$ cat config.mk
export PLATFORM = sky130hd
export DESIGN_NAME = sprite_scene_renderer
export DESIGN_NICKNAME = d
export VERILOG_FILES = /design/src/rtl/sprite_scene_renderer.sv
export SDC_FILE = /design/constraint.sdc
export NUM_CORES = 1
export LEC_CHECK = 0
export BUFFER_PORTS_ARGS = -buffer_cell sky130_fd_sc_hd__buf_2
export CAP_MARGIN = 20
export CORE_MARGIN = 8
export CORE_UTILIZATION = 55
export CTS_CLUSTER_DIAMETER = 80
export DETAILED_ROUTE_END_ITERATION = 12
export PLACE_DENSITY = 0.74
export SETUP_SLACK_MARGIN = 0.2
export SLEW_MARGIN = 10
export SYNTH_ARGS = -nofsm -noshare
export SYNTH_HDL_FRONTEND = slang
export SYNTH_SLANG_ARGS = --single-unit
$ cat constraint.sdc
create_clock -name clk -period 3.96 [get_ports clk]
set_clock_uncertainty 0.05 [all_clocks]
set_input_delay 0.792 -clock clk [delete_from_list [all_inputs] [get_ports clk]]
set_output_delay 0.792 -clock clk [all_outputs]
set_load 0.005 [all_outputs]
$ cat src/rtl/sprite_scene_renderer.sv
// Sprite scene renderer: NUM_SPRITES outlined rectangles over a background on the 96x64 OLED stream.
// Optional build macro SPRITE_BLINK_EN blanks the fill of the last-moved sprite 16 frames out of every 32.
module sprite_scene_renderer #(
   parameter int          NUM_SPRITES    = 2,
   parameter int          SPR_W          = 28,
   parameter int          SPR_H          = 12,
   parameter int          STEP           = 2,
   parameter int          INIT_X         = 30,
   parameter int          INIT_Y         = 11,
   parameter logic [15:0] OUTLINE_COLOUR = 16'h0000,
   parameter logic [15:0] FILL_COLOUR    = 16'h8204,
   parameter logic [15:0] BG_COLOUR      = 16'h5FFF
) (
   input  logic        clk,
   input  logic        reset,
   input  logic        frame_tick,
   input  logic [6:0]  x,
   input  logic [5:0]  y,
   input  logic        move_valid,
   input  logic [1:0]  move_id,
   input  logic [1:0]  move_dir,
   output logic        move_ready,
   output logic [15:0] oled_data
);

   localparam int SCREEN_W = 96;
   localparam int SCREEN_H = 64;

   localparam logic [7:0] MAX_X = 8'(SCREEN_W - SPR_W);
   localparam logic [7:0] MAX_Y = 8'(SCREEN_H - SPR_H);
   localparam logic [7:0] STEP8 = 8'(STEP);
   localparam logic [7:0] W8    = 8'(SPR_W);
   localparam logic [7:0] H8    = 8'(SPR_H);
   localparam logic [5:0] INIT_Y_C =
      6'((INIT_Y > SCREEN_H - SPR_H) ? (SCREEN_H - SPR_H) : INIT_Y);

   localparam logic [1:0] DIR_UP    = 2'd0;
   localparam logic [1:0] DIR_DOWN  = 2'd1;
   localparam logic [1:0] DIR_LEFT  = 2'd2;
   localparam logic [1:0] DIR_RIGHT = 2'd3;

   function automatic logic [6:0] init_x(input int idx);
      int v;
      v = INIT_X + idx * (SPR_W + 2);
      if (v > SCREEN_W - SPR_W) v = SCREEN_W - SPR_W;
      return 7'(v);
   endfunction

   function automatic logic [7:0] sat_sub(input logic [7:0] v);
      return (v < STEP8) ? 8'd0 : (v - STEP8);
   endfunction

   function automatic logic [7:0] sat_add(input logic [7:0] v, input logic [7:0] lim);
      return ((v + STEP8) > lim) ? lim : (v + STEP8);
   endfunction

   logic       pending;
   logic [1:0] p_id;
   logic [1:0] p_dir;
   logic       accept;
   logic       commit;

   logic [6:0] pos_x [NUM_SPRITES];
   logic [5:0] pos_y [NUM_SPRITES];
   logic [6:0] nxt_x [NUM_SPRITES];
   logic [5:0] nxt_y [NUM_SPRITES];

   assign move_ready = ~pending;
   assign accept     = move_valid && ~pending;
   assign commit     = frame_tick && pending;

   // An out-of-range p_id matches no sprite, so the command simply evaporates at commit.
   always_comb begin
      for (int i = 0; i < NUM_SPRITES; i++) begin
         nxt_x[i] = pos_x[i];
         nxt_y[i] = pos_y[i];
         if (commit && (p_id == 2'(i))) begin
            case (p_dir)
               DIR_UP:    nxt_y[i] = 6'(sat_sub({2'b00, pos_y[i]}));
               DIR_DOWN:  nxt_y[i] = 6'(sat_add({2'b00, pos_y[i]}, MAX_Y));
               DIR_LEFT:  nxt_x[i] = 7'(sat_sub({1'b0, pos_x[i]}));
               DIR_RIGHT: nxt_x[i] = 7'(sat_add({1'b0, pos_x[i]}, MAX_X));
               default:   nxt_x[i] = pos_x[i];
            endcase
         end
      end
   end

   always_ff @(posedge clk) begin
      if (reset) begin
         pending <= 1'b0;
         p_id    <= 2'd0;
         p_dir   <= 2'd0;
         for (int i = 0; i < NUM_SPRITES; i++) begin
            pos_x[i] <= init_x(i);
            pos_y[i] <= INIT_Y_C;
         end
      end else begin
         for (int i = 0; i < NUM_SPRITES; i++) begin
            pos_x[i] <= nxt_x[i];
            pos_y[i] <= nxt_y[i];
         end
         if (accept) begin
            pending <= 1'b1;
            p_id    <= move_id;
            p_dir   <= move_dir;
         end else if (commit) begin
            pending <= 1'b0;
         end
      end
   end

`ifdef SPRITE_BLINK_EN
   logic [4:0] frame_cnt;
   logic [1:0] sel;

   always_ff @(posedge clk) begin
      if (reset) begin
         frame_cnt <= 5'd0;
         sel       <= 2'd0;
      end else begin
         if (frame_tick) frame_cnt <= frame_cnt + 5'd1;
         if (commit)     sel       <= p_id;
      end
   end
`endif

   logic [7:0]             x8;
   logic [7:0]             y8;
   logic [NUM_SPRITES-1:0] spr_in;
   logic [NUM_SPRITES-1:0] spr_rim;

   assign x8 = {1'b0, x};
   assign y8 = {2'b00, y};

   for (genvar g = 0; g < NUM_SPRITES; g++) begin : g_spr
      logic [7:0] px;
      logic [7:0] py;
      assign px = {1'b0, pos_x[g]};
      assign py = {2'b00, pos_y[g]};
      assign spr_in[g]  = (x8 >= px) && (x8 < px + W8) && (y8 >= py) && (y8 < py + H8);
      assign spr_rim[g] = (x8 < px + 8'd2) || (x8 >= px + W8 - 8'd2) ||
                          (y8 < py + 8'd2) || (y8 >= py + H8 - 8'd2);
   end

   logic [15:0] pix;

   // Walk from the highest index down so the lowest-index sprite is written last and wins.
   always_comb begin
      pix = BG_COLOUR;
      for (int i = NUM_SPRITES - 1; i >= 0; i--) begin
         if (spr_in[i]) begin
            if (spr_rim[i]) begin
               pix = OUTLINE_COLOUR;
            end else begin
               pix = FILL_COLOUR;
`ifdef SPRITE_BLINK_EN
               if (frame_cnt[4] && (sel == 2'(i))) pix = BG_COLOUR;
`endif
            end
         end
      end
      if (x8 >= 8'(SCREEN_W)) pix = BG_COLOUR;
   end

   always_ff @(posedge clk) begin
      if (reset) oled_data <= BG_COLOUR;
      else       oled_data <= pix;
   end

endmodule

Word level (Yosys, flattened, before mapping). Memory sizes are Yosys's and may differ from the RTL's. Cells that the tools add are included.

Reductions and logical operators: 20. Eq/ne operators: 4. $add $sub $neg: 16. Muxes and demuxes: 29. $lt $le $gt $ge: 25. Bitwise logic cells: 5.

Operator list (number): 2-to-1 mux 16 bit (4); 2-to-1 mux 7 bit (8); 2-to-1 mux 6 bit (8); less-than comparator 7 x 8 -> 1 bit (4); case mux 7 bit (2 select lines) (2); case mux 6 bit (2 select lines) (2); adder 7 x 2 -> 8 bit, second input constant (2); adder 7 x 5 -> 8 bit, second input constant (2); greater-or-equal comparator 6 x 8 -> 1 bit (2); greater-or-equal comparator 7 x 8 -> 1 bit (2); greater-than comparator 8 x 7 -> 1 bit, second input constant (2); less-than comparator 6 x 8 -> 1 bit (2); subtractor 7 x 2 -> 8 bit, second input constant (2); subtractor 8 x 2 -> 8 bit, second input constant (2); adder 6 x 2 -> 7 bit, second input constant (2); adder 6 x 4 -> 7 bit, second input constant (2); greater-or-equal comparator 7 bit (2); greater-than comparator 7 x 6 -> 1 bit, second input constant (2); less-than comparator 6 x 7 -> 1 bit (2); less-than comparator 7 x 2 -> 1 bit, second input constant (2); subtractor 7 x 2 -> 7 bit, second input constant (2); greater-or-equal comparator 6 bit (2); less-than comparator 6 x 2 -> 1 bit, second input constant (2); subtractor 6 x 2 -> 6 bit, second input constant (2); 11 further kinds (35).

Register bits after elaboration: 21. Logic and storage cells: 105. Memories kept: 2. Input bits: 21. RAM bits: 26.

Memories: pos_x (words 2, width 7, rd ports 2, clocked after memory_dff 0, wr ports 2, RTL line 63) `logic [6:0] pos_x [NUM_SPRITES];`; pos_y (words 2, width 6, rd ports 2, clocked after memory_dff 0, wr ports 2, RTL line 64) `logic [5:0] pos_y [NUM_SPRITES];`.

Longest topological paths before layout. An unclocked memory read counts as a cell.

Depth in word-level cells: 10. Depth in mapped cells: 15. Mapped depth without buffers: 14.

Worst setup path before layout. Ideal clock, no wire load.

Path kind: register to register. Start: mem pos_x[1][3], in the netlist pos_x[0][10]. End: reg oled_data[15]. Required time: 3.840 ns. Clock period less this slack: 2.943 ns. Path buffers: 1. Arrival: 2.823 ns. Setup time: 0.070 ns. Cell stages (with the launch flop): 16. Setup slack: 1.017 ns. Cells stage by stage: dfxtp_1 > buf_2 > inv_1 > ha_1 > nand2_1 > nor2_1 > xnor2_1 > o22ai_1 > xnor2_1 > ha_1 > a211oi_1 > o21ai_0 > a211oi_2 > o211ai_1 > or3_1 > a21boi_1.

RTL lines: from (decl) (RTL line 63); to (signal assigned) (RTL line 168) `else oled_data <= pix;`; to (decl) (RTL line 23) `output logic [15:0] oled_data`.

==> flow_summary_export.csv <==
group,metric,value,unit
synth,synth_seq_area_share,13.1,%
timing,holdWs,0.496,ns
clocking,holdBufCountCts,0,
clocking,h-tree-depth,2,
synth,synth-async-reset-ratio,0,%
route,postRouteAntennaNets,0,
cells_and_area,layout_commonest_cell,"ha_1",
pwr,pwr_density_cell,170,mW/mm²
cells_and_area,layout.nets,775,
min_path,min_path_cells,1,
global_routing,grt_use_total,21.5,%
timing,period_needed,3.34,ns
critical_path,crit_buf_inv,1,
cells_and_area,area.growth.synth_to_final,4.97,%
route,dr.pass1.iters,5,
timing,fmax,299,MHz
synth,synth_edf_count,0,
clocking,clk_pin_slew_worst_paths,0.08,ns
pwr,seqPwrFrac,39.3,%
synth,yosysUniqueCellTypes,61,
synth,synth-main-ff-cell,"dfxtp_1",
clocking,cts_buffers,5,
critical_path,critPathMaxStageDelay,0.45,ns
global_routing,grt_max_degree,25,
route,vias,4715,
route,drc_errors,0,
critical_path,crit_cells,14,
route,wire_per_inst,17.0,µm
critical_path,crit_path_cell_trace,"inv_1, ha_1, nand2_1, nor2_1, xnor2_1, o22ai_1, xnor2_1, ha_1, a211oi_1, o21ai_0, a211oi_2, o211ai_1, or3_1, a21boi_1",
global_routing,grt_pass1_wl,21500,µm
critical_path,worstSetupEndpointType,"register",
placement,io_buffer_count,35,
route,routed_wl,12800,µm
cells_and_area,antennaDiodeCount,0,
min_path,hold_class,"register to register",
pwr,switching_share,31.3,%
timing,hold_viol,0,
floorplan,initial_core_util,56.3,%
floorplan,coreArea,0.00868,mm²
timing,setup_viol,0,
critical_path,crit_arrival,3.51,ns
timing,finalMaxSlewViolations,0,
placement,place_congestion,0.953,
floorplan,die_area,0.0122,mm²
timing,relSlewSlack,48.9,%
clocking,cts_buffer_depth,2,
timing,tightest_slew,0.757,ns
critical_path,critPathTopFamily,"compound AO/OA/AOI/OAI gates",
floorplan,rows,34,
pwr,pwr-share-clk,37.2,%
pwr,power_leakage,0.00230,µW
global_routing,grt_pass1_vias,4497,
clocking,clock_latency,0.29,ns
placement,dpl.hpwl,10100,µm
run,max_cap_violations,0,
pwr,p_switching,273,µW
critical_path,worstRegToRegCells,14,
synth,synth_seq_cells,32,
cells_and_area,layout-drive-gt1-share,8.35,%
synth,synthCells,636,
critical_path,start_kind,"register",
synth,synth_area,0.00489,mm²
pwr,comb_power_share,23.5,%
route,drt-initial-drc-count,279,
clocking,clkSinkCount,32,
cells_and_area,layout_common_cells,"108 x ha_1, 54 x o21ai_0, 50 x a21oi_1, 46 x nand2_1, 39 x inv_1",
floorplan,die_w,110,µm
pwr,p_int,600,µW
route,viasPerCell,6.25,
pwr,peakVddDrop,115,µV
clocking,cts_root_buf,"clkbuf_8",
clocking,cts_tree,"built",
timing,fin_crit_sh,84.3,%
synth,yosys_warnings,0,
critical_path,critical_path_class,"register to register",
floorplan,die_y,110,µm
timing,rsz0062_at_grt,"no",
critical_path,cp.required,4.13,ns
critical_path,crit_slowest_cell,"dfxtp_2",
timing,setup_tns,0,ns
global_routing,antenna_found_initial,0,
floorplan,ioPinCount,38,
synth,avgSynthCellArea,7.68,µm²
critical_path,crit_fanout,12,
synth,syn_nets,765,
global_routing,overflow,0,
status,status,"completed",
flip-flops by register name, indices dropped and copies added (netlist names):
register and flops:
p_dir 2, pos_y 12, pos_x 12, pending 1, oled_data 3, p_id 2
final cells by class:
cell class / instances / area, µm²
clock buffers: 5 / 68.8
clock inverters: 3 / 42.5
fillers: 788 / 3550
inverters: 41 / 154
multi-input cells: 530 / 3900
flip-flops and latches: 32 / 643
well taps: 108 / 135
repair buffers: 36 / 183
metal layers:
| layer | vias up | wire length [µm] | GRT usage, % |
|---|---|---|---|
| met1 | 2200 | 5780 | 27.0 |
| met4 | 0 | 294 | 7.52 |
| met5 | - | 0 | 0 |
| met3 | 21 | 603 | 2.50 |
| li1 | 2347 | - | - |
| met2 | 147 | 6160 | 37.0 |
cell families (layout without fill, tap and decap cells):
kind of cell               after synthesis  after routing  synth area share (%)
AOI/OAI and AO/OA                      202            202                  26.4
xor gates and xnor gates                40             40                  7.32
adders and majority gates              108            108                  27.7
buffers and inverters                   74             85                  7.02
DFF                                     32             32                  13.1
muxes                                    4              4                 0.819
other                                    1              1                0.0768
and+or+nand+nor                        175            175                  17.6
synth_stat cells, drive strengths merged (4+ instances only):
| cell | number | area share [%] |
|---|---|---|
| nor2b | 7 | 0.90 |
| o21a | 6 | 0.92 |
| dfxtp | 32 | 13 |
| nor4 | 4 | 0.51 |
| xor2 | 11 | 2.0 |
| nand2 | 46 | 3.5 |
| a221o | 4 | 0.82 |
| o21ai | 55 | 5.6 |
| and3 | 5 | 0.64 |
| xnor2 | 29 | 5.4 |
| a31oi | 8 | 1.0 |
| a211o | 4 | 0.72 |
| o211ai | 10 | 1.5 |
| a211oi | 12 | 1.9 |
| nand4 | 5 | 0.64 |
| a21o | 10 | 1.5 |
| nor2 | 37 | 2.8 |
| nand3 | 27 | 2.8 |
| clkbuf | 13 | 1.0 |
| a21boi | 9 | 1.4 |
| and2 | 5 | 0.64 |
| o21bai | 5 | 0.77 |
| or3 | 6 | 0.97 |
| ha | 108 | 28 |
| a21oi | 50 | 5.1 |
| mux2i | 4 | 0.82 |
| buf | 20 | 2.9 |
| nand2b | 5 | 0.64 |
| o22ai | 4 | 0.51 |
| inv | 39 | 3.0 |
| o221ai | 5 | 0.90 |
| nor3 | 17 | 1.7 |
per-stage QoR:
stage / instance area (µm²) / worst slack [ns] / instances / utilization (%) / power [µW]
after CTS: 5130 / 0.491 / 755 / 59.1 / 879
after floorplan: 4890 / 1.02 / 636 / - / 486
after global routing: 5130 / 0.351 / 755 / 59.1 / 924
after global placement: 5010 / 0.663 / 747 / 57.8 / 541
final: 5130 / 0.621 / 755 / 59.1 / 873
after detailed placement: 5010 / 0.533 / 747 / 57.8 / 552
path summary, 6_finish.rpt:
| kind | startpoint | to | slack (ns) |
|---|---|---|---|
| max | pos_x[0][10] | oled_data[15] | 0.62 |
| min reg2reg | pos_y[0][0] | pos_y[0][0] | 0.50 |
| min | pos_y[0][0] | pos_y[0][0] | 0.50 |
| max reg2reg | pos_x[0][10] | oled_data[15] | 0.62 |
repair_timing:
item	4_1_cts	5_1_grt
resized for setup	0	2
buffers inserted	0	0
setup endpoints to repair	0	1
power by group through the flow:
stage	logic, µW	registers, µW	clock network [µW]
floorplan	145	341	0
global placement	192	349	0
detailed placement	202	350	0
CTS	203	342	333
global route	231	344	349
finish	206	343	325
Note: power is estimated with default switching activity, not from simulation.
